==> config.mk <==
export PLATFORM = sky130hd
export DESIGN_NAME = cfg_shift_loader
export DESIGN_NICKNAME = d
export VERILOG_FILES = /design/src/rtl/cfg_shift_loader.sv
export SDC_FILE = /design/constraint.sdc
export NUM_CORES = 1
export LEC_CHECK = 0
export CORE_MARGIN = 4
export CORE_UTILIZATION = 56
export CTS_CLUSTER_SIZE = 28
export DETAILED_ROUTE_END_ITERATION = 10
export PLACE_DENSITY = 0.79
export SYNTH_ARGS = -nofsm -noshare
export SYNTH_HDL_FRONTEND = slang
export SYNTH_SLANG_ARGS = --single-unit
export TNS_END_PERCENT = 1
==> constraint.sdc <==
create_clock -name shift_clk -period 3.6 [get_ports shift_clk]
set_input_delay 0.9 -clock shift_clk [delete_from_list [all_inputs] [get_ports shift_clk]]
set_output_delay 0.9 -clock shift_clk [all_outputs]
set_load 0.1 [all_outputs]
==> src/rtl/cfg_shift_loader.sv <==
// cfg_shift_loader: writer end of the configuration shift chain.
// Takes bitstream bytes over valid/ready, shifts them MSB-first into the chain
// head and assembles the bits leaving the chain tail into readback bytes.
module cfg_shift_loader #(
   parameter int CHAIN_LEN = 64,
   parameter int CNT_W     = $clog2(CHAIN_LEN + 1)
) (
   input  logic       shift_clk,
   input  logic       rst,
   input  logic       start,
   input  logic [7:0] in_data,
   input  logic       in_valid,
   output logic       in_ready,
   output logic       shift_en,
   output logic       shift_o,
   input  logic       shift_i,
   output logic [7:0] rd_data,
   output logic       rd_valid,
   output logic       busy,
   output logic       done
);

   typedef enum logic [1:0] {ST_IDLE, ST_LOAD, ST_DONE} state_t;

   localparam logic [CNT_W-1:0] LEN      = CNT_W'(CHAIN_LEN);
   localparam logic [CNT_W-1:0] LAST_IDX = CNT_W'(CHAIN_LEN - 1);

   state_t           r_state;
   logic [7:0]       r_tx_buf;
   logic [3:0]       r_bits_left;
   logic [CNT_W-1:0] r_bit_cnt;    // bits shifted into the chain
   logic [CNT_W-1:0] r_acc_cnt;    // bits accepted into the tx buffer
   logic [7:0]       r_rx;
   logic [2:0]       r_rx_cnt;
   logic [7:0]       r_rd_data;
   logic             r_rd_valid;
   logic             r_busy;
   logic             r_done;

   logic             w_load;
   logic             w_accept;
   logic             w_last_bit;
   logic             w_byte_full;
   logic [3:0]       w_take;
   logic [7:0]       w_rx_next;
   int               w_remain;

   // Handshake, chain enable and next-value helpers, all from registered state
   always_comb begin
      // NOTE: every always_comb output gets a value first so no path can infer a latch.
      w_load      = (r_state == ST_LOAD);
      shift_en    = w_load && (r_bits_left != 4'd0);
      shift_o     = r_tx_buf[7];
      // Refill while the last buffered bit is leaving, so bytes stream with no bubble.
      in_ready    = w_load
                    && ((r_bits_left == 4'd0) || ((r_bits_left == 4'd1) && shift_en))
                    && (r_acc_cnt < LEN);
      w_accept    = in_ready && in_valid;
      w_remain    = CHAIN_LEN - int'(r_acc_cnt);
      // A short final byte contributes only its upper bits.
      w_take      = (w_remain >= 8) ? 4'd8 : 4'(w_remain);
      w_rx_next   = {r_rx[6:0], shift_i};
      w_last_bit  = (r_bit_cnt == LAST_IDX);
      w_byte_full = (r_rx_cnt == 3'd7);
   end

   // FSM, tx buffer, bit counters and readback capture
   always_ff @(posedge shift_clk) begin
      // NOTE: sequential state uses non-blocking assignments so every register sees pre-edge values.
      if (rst) begin
         r_state     <= ST_IDLE;
         r_tx_buf    <= 8'h00;
         r_bits_left <= 4'd0;
         r_bit_cnt   <= '0;
         r_acc_cnt   <= '0;
         r_rx        <= 8'h00;
         r_rx_cnt    <= 3'd0;
         r_rd_data   <= 8'h00;
         r_rd_valid  <= 1'b0;
         r_busy      <= 1'b0;
         r_done      <= 1'b0;
      end else begin
         r_rd_valid <= 1'b0;
         case (r_state)
            ST_IDLE, ST_DONE: begin
               if (start) begin
                  r_state     <= ST_LOAD;
                  r_busy      <= 1'b1;
                  r_done      <= 1'b0;
                  r_tx_buf    <= 8'h00;
                  r_bits_left <= 4'd0;
                  r_bit_cnt   <= '0;
                  r_acc_cnt   <= '0;
                  r_rx        <= 8'h00;
                  r_rx_cnt    <= 3'd0;
               end
            end
            ST_LOAD: begin
               if (shift_en) begin
                  r_bit_cnt <= r_bit_cnt + CNT_W'(1);
                  r_rx      <= w_rx_next;
                  r_rx_cnt  <= r_rx_cnt + 3'd1;
                  if (w_byte_full || w_last_bit) begin
                     // Left-align a partial final byte, zero-padding the low bits.
                     r_rd_valid <= 1'b1;
                     r_rd_data  <= w_rx_next << (3'd7 - r_rx_cnt);
                     r_rx       <= 8'h00;
                     r_rx_cnt   <= 3'd0;
                  end
                  if (w_last_bit) begin
                     r_state <= ST_DONE;
                     r_busy  <= 1'b0;
                     r_done  <= 1'b1;
                  end
               end
               if (w_accept) begin
                  r_tx_buf    <= in_data;
                  r_bits_left <= w_take;
                  r_acc_cnt   <= r_acc_cnt + CNT_W'(w_take);
               end else if (shift_en) begin
                  r_tx_buf    <= {r_tx_buf[6:0], 1'b0};
                  r_bits_left <= r_bits_left - 4'd1;
               end
            end
            default: r_state <= ST_IDLE;
         endcase
      end
   end

   assign rd_data  = r_rd_data;
   assign rd_valid = r_rd_valid;
   assign busy     = r_busy;
   assign done     = r_done;

endmodule

==> results.toml <==
[synthesis]
yosys.area.top_type_share = 0.382
syn_nets = 318
synthArstFlopShare = 0
synth_area_leaders = "dfxtp_1 (38%), nor2_1 (5.7%), a21oi_1 (5.5%), ha_1 (4.9%), nand2_1 (4.2%)"
synth_flop_cell = "dfxtp_1"
yosysTopAreaCell = "dfxtp_1"
synth-seq-cells = 49
synth_warnings = 0
syn_area_mm2 = 0.00257
synth-edff-count = 0
synth.distinct_cells = 55
yosysMostFrequentCell = "dfxtp_1"
synth_common_cells = "dfxtp_1 (49), nor2_1 (39), nand2_1 (29)"
avgSynthCellArea_um2 = 8.74
syn_inst = 294
synth_sequential_area_ratio = 0.382

[finish]
area_delta_synth_final_pct = 12.9
utilization = 0.661
antenna_cells = 0
multiInputGateArea_mm2 = 0.00148
drive_gt1_frac = 0.0897
fillers = 373
stdcell_area_mm2 = 0.00290
regArea_um2 = 981
nets = 335

[sta]
period_share = 0.826
slew_headroom = 0.347
skew_ns = 0.00920
finalCriticalPeriod_ns = 2.98
fmax_mhz = 336
slew_violations = 0
setup_violations = 0
worstMarginPinSlew_ns = 0.976
rsz0062_at_grt = "no"
final-hold-violation-count = 0
fin_ws_ns = 0.625
fin_setup_tns_ns = 0

[global_routing]
grt_pass1_wl_um = 9090
track_usage = 0.204
grt_pass1_vias = 1949
grt_max_degree = 31
antenna_found_initial = 0
overflow = 0

[drt]
drt_iter0_drc = 162
ant_nets = 0
num_vias = 2176
vias_per_cell = 5.98
firstDrtPassIters = 5
wl_per_cell_um = 14.9
wl_um = 5430
route.detailed.drc = 0

[min_path]
hold_path.class = "reg2reg"

[job]
drv_cap = 0

[cts]
cts_buffer_depth = 2
cts_buffers = 5
clk_pin_slew_ns = 0.10
post_cts_resized = 0
hold_buffers = 0
clockRootBuffer = "clkbuf_8"
postCtsSetupRepairBufs = 0
cts_tree = "done"
cts-htree-levels = 2
clk_latency_ns = 0.31
clock_sinks = 49

[placement]
place_ws_ns = 0.669
routabilityCongestion = 0.888
placed_area_mm2 = 0.00281
dpl.hpwl_um = 3920
io_buffers = 26

[setup_path]
crit_type = "reg2reg"
cp.required_ns = 3.81
crit_start = "r_acc_cnt[1]"
cp-endpoint = "r_acc_cnt[3]"
r2r_end = "r_acc_cnt[3]"
critPathMaxFanout = 5
cp.arrival_ns = 3.18
reg2reg_from = "r_acc_cnt[1]"
cp-start-kind = "register"
cp-end-kind = "register"
r2r_slack_ns = 0.62
r2r_cells = 12

[floorplan]
core_mm2 = 0.00438
start_util = 0.586
io_pins = 27
rows = 24
dieHeight_um = 75.7
die_x_um = 75.7
fp.dieArea_mm2 = 0.00573

[outcome]
status = "finished, final reports clean"

[power_and_ir_drop]
powerDensity_mw_per_mm2 = 382
ir_worst_vdd_mv = 0.210
leakagePower_nw = 1.05
final cells by class:
| type | instances | share of cell area |
|---|---|---|
| clock inverters | 3 | 0.00734 |
| clock buffers | 5 | 0.0237 |
| well taps | 52 | 0.0224 |
| multi-input cells | 221 | 0.511 |
| repair buffers | 28 | 0.0889 |
| flip-flops and latches | 49 | 0.338 |
| inverters | 6 | 0.00777 |
critical path: stages (launching register included):
cell and delay (ns):
dfxtp_1 0.46, inv_1 0.10, ha_1 0.24, nand4bb_1 0.20
mux2i_1 0.23, a2bb2oi_1 0.34, and2_1 0.26, ha_1 0.26
a21o_1 0.18, a21o_1 0.18, o41ai_1 0.09, xnor2_1 0.11
a32o_1 0.22
power breakdown:
| group | switching (W) | internal (W) | total (W) |
|---|---|---|---|
| clock network | 0.000191 | 0.000138 | 0.000329 |
| registers | 0.0000184 | 0.000559 | 0.000577 |
| logic | 0.000131 | 0.0000691 | 0.000200 |
layer usage:
metal  up-vias  routed length, µm  GRT usage
li1       1105                  -          -
met1      1009               2450      0.276
met2        54               2650      0.327
met3         8                266     0.0356
met4         0                 67     0.0699
met5         -                  0          0
cell families (layout without fill, tap and decap cells):
family | Yosys count | in the layout | share of synthesized area
and+or+nand+nor | 113 | 113 | 0.216
AOI/OAI and AO/OA | 75 | 75 | 0.204
DFF | 49 | 49 | 0.382
buffers and inverters | 24 | 42 | 0.0409
adders and majority gates | 11 | 11 | 0.0565
xor gates and xnor gates | 11 | 11 | 0.0375
muxes | 11 | 11 | 0.0633
through the flow:
step	instances	hold WS, ns	power (W)
finish	364	0.458	0.00111
global route	364	0.478	0.00116
CTS	364	0.457	0.00112
detailed placement	356	0.445	0.000789
global placement	356	0.441	0.000786
floorplan	294	0.440	0.000743
layout by cell type (no fill, tap or decap), drive strengths merged, types with 3 or more instances in the layout:
cell type	count
dfxtp	49
nor2	39
nand2	29
a21oi	29
clkdlybuf4s50	19
nand3	11
ha	10
a22oi	9
buf	9
nor3	9
a311oi	7
inv	7
xor2	6
o21ai	6
xnor2	5
mux2i	5
clkbuf	5
mux4	4
nand2b	3
o21a	3
nand4	3
nor2b	3
a21o	3
a221oi	3
a211oi	3
registers in the layout (all words and copies together), names as in the netlist:
| signal | count |
|---|---|
| r_state | 2 |
| rd_valid | 1 |
| r_rx | 7 |
| r_rx_cnt | 3 |
| r_acc_cnt | 7 |
| done | 1 |
| r_bit_cnt | 7 |
| busy | 1 |
| r_tx_buf | 8 |
| r_bits_left | 4 |
| rd_data | 8 |
worst min-delay path by stage:
stage | slack (ns) | cells after the start | endpoint | start
5_1_grt | 0.48 | 2 | rd_data[2] | rd_data[2]
4_1_cts | 0.46 | 2 | rd_data[1] | rd_data[1]
3_3_place_gp | 0.44 | 2 | rd_data[0] | rd_data[0]
3_5_place_dp | 0.44 | 2 | rd_data[1] | rd_data[1]
2_1_floorplan | 0.44 | 2 | r_state[1] | r_state[1]
6_report | 0.46 | 2 | rd_data[1] | rd_data[1]
(Power assumes the default switching activity.)
